File: src/rtl/mvm_cmd_sequencer.sv
// mvm_cmd_sequencer
//   Command/sequencing controller for the UART matrix-vector multiply datapath.
//   Parses the received byte stream into load/compute commands, writes matrix and
//   vector elements into the external operand store, steps the MAC unit row by row
//   and streams each 16-bit row result back to the UART transmitter (high byte first).
//
//   Commands (byte received while idle):
//     0xA0  load matrix: next N*N bytes, row-major, addr 0..N*N-1
//     0xB0  load vector: next N bytes, addr 0..N-1
//     0xC0  compute all N rows and transmit the results
//     other bytes are discarded with an rx_drop pulse
//
// Parameters
//   N      matrix dimension, power of 2 in 2..16
//   DW     signed element width
//   ACC_W  MAC accumulator width
//
// Ports
//   clk, rst_n            clock, asynchronous active-low reset
//   rx_data, rx_valid     received byte and its 1-cycle strobe
//   tx_data, tx_valid     byte offered to the transmitter, held until tx_ready
//   tx_ready              transmitter accepts on tx_valid && tx_ready
//   wr_en/sel/addr/data   operand store write port (sel 0 = matrix, 1 = vector)
//   mat_raddr, vec_raddr  operand store read addresses (1-cycle synchronous read)
//   mac_clr, mac_en       accumulator clear pulse / accumulate enable
//   acc_in                signed accumulator value from the MAC
//   busy                  high in any state other than idle
//   rx_drop               1-cycle pulse when a received byte is discarded
//
// Build option
//   MVM_SAT_EN  when defined, acc_in is saturated to the signed 16-bit range on
//               capture; otherwise the low 16 bits are taken (two's-complement wrap).
module mvm_cmd_sequencer #(
  parameter int unsigned N     = 4,
  parameter int unsigned DW    = 8,
  parameter int unsigned ACC_W = 18
) (
  input  logic                         clk,
  input  logic                         rst_n,
  input  logic [7:0]                   rx_data,
  input  logic                         rx_valid,
  output logic [7:0]                   tx_data,
  output logic                         tx_valid,
  input  logic                         tx_ready,
  output logic                         wr_en,
  output logic                         wr_sel,
  output logic [$clog2(N*N)-1:0]       wr_addr,
  output logic [DW-1:0]                wr_data,
  output logic [$clog2(N*N)-1:0]       mat_raddr,
  output logic [$clog2(N)-1:0]         vec_raddr,
  output logic                         mac_clr,
  output logic                         mac_en,
  input  logic [ACC_W-1:0]             acc_in,
  output logic                         busy,
  output logic                         rx_drop
);

  localparam int unsigned RW = $clog2(N);
  localparam int unsigned AW = $clog2(N*N);

  localparam logic [7:0] CmdLoadM   = 8'hA0;
  localparam logic [7:0] CmdLoadV   = 8'hB0;
  localparam logic [7:0] CmdCompute = 8'hC0;

  localparam logic [AW-1:0] LastM   = AW'(N*N-1);
  localparam logic [AW-1:0] LastV   = AW'(N-1);
  localparam logic [RW-1:0] LastIdx = RW'(N-1);

  typedef enum logic [3:0] {
    StIdle,
    StLoadM,
    StLoadV,
    StClr,
    StRd,
    StDrain,
    StCap,
    StTxHi,
    StTxLo
  } state_e;

  state_e          state_q;
  logic [AW-1:0]   cnt_q;     // load element index
  logic [RW-1:0]   row_q;
  logic [RW-1:0]   col_q;
  logic [15:0]     result_q;
  logic [15:0]     cap_val;

`ifdef MVM_SAT_EN
  localparam logic signed [ACC_W-1:0] SatMax = ACC_W'(32767);
  localparam logic signed [ACC_W-1:0] SatMin = ACC_W'(-32768);

  always_comb begin
    cap_val = acc_in[15:0];
    if ($signed(acc_in) > SatMax) begin
      cap_val = 16'h7fff;
    end else if ($signed(acc_in) < SatMin) begin
      cap_val = 16'h8000;
    end
  end
`else
  logic unused_acc_hi;

  assign cap_val       = acc_in[15:0];
  assign unused_acc_hi = ^acc_in[ACC_W-1:16];
`endif

  always_ff @(posedge clk or negedge rst_n) begin
    if (!rst_n) begin
      state_q   <= StIdle;
      cnt_q     <= '0;
      row_q     <= '0;
      col_q     <= '0;
      result_q  <= '0;
      tx_data   <= '0;
      tx_valid  <= 1'b0;
      wr_en     <= 1'b0;
      wr_sel    <= 1'b0;
      wr_addr   <= '0;
      wr_data   <= '0;
      mat_raddr <= '0;
      vec_raddr <= '0;
      mac_clr   <= 1'b0;
      mac_en    <= 1'b0;
      busy      <= 1'b0;
      rx_drop   <= 1'b0;
    end else begin
      // Single-cycle strobes default low.
      wr_en   <= 1'b0;
      mac_clr <= 1'b0;
      mac_en  <= 1'b0;
      rx_drop <= 1'b0;

      // Bytes arriving during compute are discarded; the FSM is not disturbed.
      if (rx_valid && (state_q != StIdle) && (state_q != StLoadM) && (state_q != StLoadV)) begin
        rx_drop <= 1'b1;
      end

      case (state_q)
        StIdle: begin
          if (rx_valid) begin
            case (rx_data)
              CmdLoadM: begin
                state_q <= StLoadM;
                cnt_q   <= '0;
                busy    <= 1'b1;
              end
              CmdLoadV: begin
                state_q <= StLoadV;
                cnt_q   <= '0;
                busy    <= 1'b1;
              end
              CmdCompute: begin
                state_q <= StClr;
                row_q   <= '0;
                mac_clr <= 1'b1;
                busy    <= 1'b1;
              end
              default: rx_drop <= 1'b1;
            endcase
          end
        end

        StLoadM, StLoadV: begin
          if (rx_valid) begin
            wr_en   <= 1'b1;
            wr_sel  <= (state_q == StLoadV);
            wr_addr <= cnt_q;
            wr_data <= rx_data[DW-1:0];
            cnt_q   <= cnt_q + AW'(1);
            // Leave on the same edge that issues the final write.
            if (cnt_q == ((state_q == StLoadV) ? LastV : LastM)) begin
              state_q <= StIdle;
              busy    <= 1'b0;
            end
          end
        end

        StClr: begin
          col_q     <= '0;
          mat_raddr <= {row_q, {RW{1'b0}}};
          vec_raddr <= '0;
          state_q   <= StRd;
        end

        StRd: begin
          // Store data for this address arrives next cycle, so mac_en lags by one.
          mac_en <= 1'b1;
          if (col_q == LastIdx) begin
            state_q <= StDrain;
          end else begin
            col_q     <= col_q + RW'(1);
            // N is a power of two, so {row, col} is row*N + col.
            mat_raddr <= {row_q, col_q + RW'(1)};
            vec_raddr <= col_q + RW'(1);
          end
        end

        StDrain: state_q <= StCap;

        StCap: begin
          result_q <= cap_val;
          tx_data  <= cap_val[15:8];
          tx_valid <= 1'b1;
          state_q  <= StTxHi;
        end

        StTxHi: begin
          if (tx_ready) begin
            tx_data <= result_q[7:0];
            state_q <= StTxLo;
          end
        end

        StTxLo: begin
          if (tx_ready) begin
            tx_valid <= 1'b0;
            if (row_q == LastIdx) begin
              state_q <= StIdle;
              busy    <= 1'b0;
            end else begin
              row_q   <= row_q + RW'(1);
              mac_clr <= 1'b1;
              state_q <= StClr;
            end
          end
        end

        default: begin
          state_q <= StIdle;
          busy    <= 1'b0;
        end
      endcase
    end
  end

endmodule

File: config.mk
export PLATFORM = sky130hd
export DESIGN_NAME = mvm_cmd_sequencer
export DESIGN_NICKNAME = d
export VERILOG_FILES = /design/src/rtl/mvm_cmd_sequencer.sv
export SDC_FILE = /design/constraint.sdc
export NUM_CORES = 1
export LEC_CHECK = 0
export ABC_CLOCK_PERIOD_IN_PS = 2100
export BUFFER_PORTS_ARGS = -buffer_cell sky130_fd_sc_hd__buf_2
export CAP_MARGIN = 25
export CORE_MARGIN = 3
export CORE_UTILIZATION = 52
export DETAILED_ROUTE_END_ITERATION = 8
export GPL_TIMING_DRIVEN = 0
export MAX_ROUTING_LAYER = met4
export PLACE_DENSITY = 0.83
export SYNTH_ARGS = -nofsm -noshare
export SYNTH_HDL_FRONTEND = slang
export SYNTH_SLANG_ARGS = --single-unit
File: constraint.sdc
create_clock -name clk -period 2.1 [get_ports clk]
set_input_delay 0.315 -clock clk [delete_from_list [all_inputs] [get_ports clk]]
set_output_delay 0.315 -clock clk [all_outputs]
set_load 0.03 [all_outputs]
==> flow_summary.yaml <==
drt:
  drc: 0
  wl_met1_um: 2090
  finalWirelength_um: 4940
  wl_met3_um: 260
  drt_iter0_markers: 105
  dr.pass1.iters: 4
  vias_per_cell: 5.55
  ant_nets: 0
  dr_wl_met2_um: 2540
  maxUsedRoutingLayer: "met4"
  wl_per_cell_um: 15.3
  dr_total_vias: 1786
logic_synthesis:
  yosysTopAreaCellShare: 0.507
  synthArstFlopShare: 1.00
  synth_edf_count: 0
  yosysTopAreaCell: "dfrtp_1"
  ys_types: 44
  synthCells: 202
  ys_seq_area_frac: 0.507
  synth_top_flop_cell: "dfrtp_1"
  synth.most_common_cell: "dfrtp_1"
  synthTopCellsByCount: "49 x dfrtp_1, 17 x nor2_1, 14 x a21oi_1, 14 x mux2_2"
  ys_seq_elements: 49
  synth_area_leaders: "dfrtp_1 51%, mux2_2 6.5%, mux2_4 5.0%, mux2i_1 3.3%, a21oi_1 2.9%"
  syn_nets: 235
  syn-cell-area_um2: 2420
  synth_area_per_cell_um2: 12.0
  ys.warnings.count: 0
worst_setup_path:
  rr_worst_depth: 6
  cp-start-kind: "flip-flop"
  end_kind: "flip-flop"
  timing.reg2reg.setup_slack_ns: 0.25
  cp_max_fo: 5
  r2r-start: "mat_raddr[0]$_DFFE_PN0P_"
  critical_path_arrival_ns: 2.05
  path_cells: "ha_1 > or3_4 > o21ai_1 > a21oi_1 > o211ai_2 > mux2_1"
  r2r-end: "state_q[0]$_DFFE_PN0P_"
  path_class: "reg -> reg"
  critPathMaxStageDelay_ns: 0.43
  cp_slowest_cell: "dfrtp_1"
  required_ns: 2.29
floorplan:
  start_util: 0.548
  fp.dieH_um: 74.2
  die_area_um2: 5510
  ios: 63
  core-area_um2: 4410
  rows: 24
  die_x_um: 74.2
timing:
  finalCritPeriodShare: 0.883
  rsz0062_at_grt: "no"
  drv_slew: 0
  finClkSkew_ns: 0.00664
  worstMarginPinSlew_ns: 0.536
  max_freq_mhz: 539
  setup_tns_ns: 0
  slew_headroom: 0.643
  period_needed_ns: 1.85
  setup_viol: 0
  holdWs_ns: -0.0156
  hold_viol: 22
place:
  portBuffers: 59
  hpwlAfterDp_um: 3740
  placed_area_um2: 2800
  gp_congestion: 0.848
  dp.cells: 314
global_routing:
  grt_max_degree: 28
  antenna_found_initial: 0
  grt_pass1_wl_um: 8180
  grt_overflow: 0
  grt_pass1_vias: 1801
  grtUsageTotal: 0.200
clocking:
  hold_buffers: 0
  postCtsSetupBuffers: 0
  clkSlewWorstSetupHoldPaths_ns: 0.09
  clock_path_buffers: 2
  root_buffer: "clkbuf_8"
  cts-resized-gates: 0
  htree_levels: 2
  clk_latency_ns: 0.30
  cts_sinks: 49
  cts_buffers: 5
  tritoncts: "yes"
power_and_ir_drop:
  total_power_mw: 4.58
  power_leakage_nw: 1.46
  ir_worst_vdd_uv: 935
  power.density_nw_per_um2: 1590
status:
  outcome: "finished, violations left"
  violations: "negative hold slack"
final_layout:
  layout-drive-gt1-share: 0.426
  diodes: 0
  final_cells: 322
  syn_to_final_growth_pct: 19.1
  nFillCells: 358
  fin_area_um2: 2880
  nets: 302
  fin_util: 0.653
flow_run:
  drv_cap: 0
hold_path:
  hp-class: "in -> async"
## critical path: cells and delay by family, from the launching register on
family,cells,cell delay (ns)
adder cells (fa/ha/maj),1,0.22
flip-flops,1,0.43
AND/OR/NAND/NOR,1,0.35
AO/OA/AOI/OAI,3,0.40
multiplexers,1,0.34
## per-stage QoR
step	setup slack, ns	hold slack [ns]
6_report	0.245	-0.0156
5_1_grt	0.144	0.0268
4_1_cts	0.241	0.00410
3_5_place_dp	0.256	0.335
3_3_place_gp	0.298	0.466
2_1_floorplan	0.212	0.0194
## power breakdown
group | internal, mW | switching (mW)
Sequential | 1.36 | 0.281
Combinational | 0.983 | 1.42
Clock | 0.232 | 0.309
## layer usage
| metal | track usage | up-vias |
|---|---|---|
| li1 | - | 855 |
| met1 | 0.244 | 872 |
| met2 | 0.337 | 53 |
| met3 | 0.0405 | 6 |
| met4 | 0.0563 | 0 |
| met5 | - | - |
## kinds of logic (layout without fill, tap and decap cells)
group	Yosys count	after routing	share of synthesized area
and+or+nand+nor	60	60	0.154
xor gates and xnor gates	3	3	0.0140
AOI/OAI and AO/OA	38	38	0.103
muxes	35	35	0.171
buffers and inverters	14	82	0.0352
DFF	49	49	0.507
adders and majority gates	3	3	0.0155
## layout by cell type, fill, tap and decap left out, types with 5 or more instances in the layout
cell       n
inv_1      5
and2_1     5
nor2_1    17
nand3_1    9
mux2_1     5
o21ai_0    9
clkbuf_8   5
mux2_2    14
buf_2     61
dfrtp_1   49
mux2_4     8
mux2i_1    8
a21oi_1   14
## final cells by class
type | count | area, um^2 | area share
Buffer | 9 | 66.3 | 0.0230
Clock buffer | 6 | 72.6 | 0.0252
Clock inverter | 2 | 10.0 | 0.00347
Inverter | 5 | 18.8 | 0.00651
Multi-Input combinational cell | 139 | 1110 | 0.384
Sequential cell | 49 | 1230 | 0.426
Tap cell | 52 | 65.1 | 0.0226
Timing Repair Buffer | 60 | 315 | 0.109
## registers in the layout (all words and copies together), names as in the netlist
register / count
result_q: 8
tx_data: 8
wr_data: 8
cnt_q: 4
mat_raddr: 4
state_q: 4
wr_addr: 4
row_q: 2
busy: 1
mac_clr: 1
mac_en: 1
rx_drop: 1
tx_valid: 1
wr_en: 1
wr_sel: 1
## how the worst max path moves through the flow
stage                                        start                  endpoint  slack [ns]  cells past startpoint
final                     mat_raddr[0]$_DFFE_PN0P_    state_q[0]$_DFFE_PN0P_        0.25                      6
after global routing      mat_raddr[0]$_DFFE_PN0P_    state_q[0]$_DFFE_PN0P_        0.14                      6
after CTS                 mat_raddr[0]$_DFFE_PN0P_    state_q[0]$_DFFE_PN0P_        0.24                      6
after detailed placement  mat_raddr[0]$_DFFE_PN0P_    state_q[0]$_DFFE_PN0P_        0.26                      6
after global placement    mat_raddr[0]$_DFFE_PN0P_    state_q[0]$_DFFE_PN0P_        0.30                      6
after floorplan           mat_raddr[0]$_DFFE_PN0P_  mat_raddr[2]$_DFFE_PN0P_        0.21                      5
(Power assumes the default switching activity.)
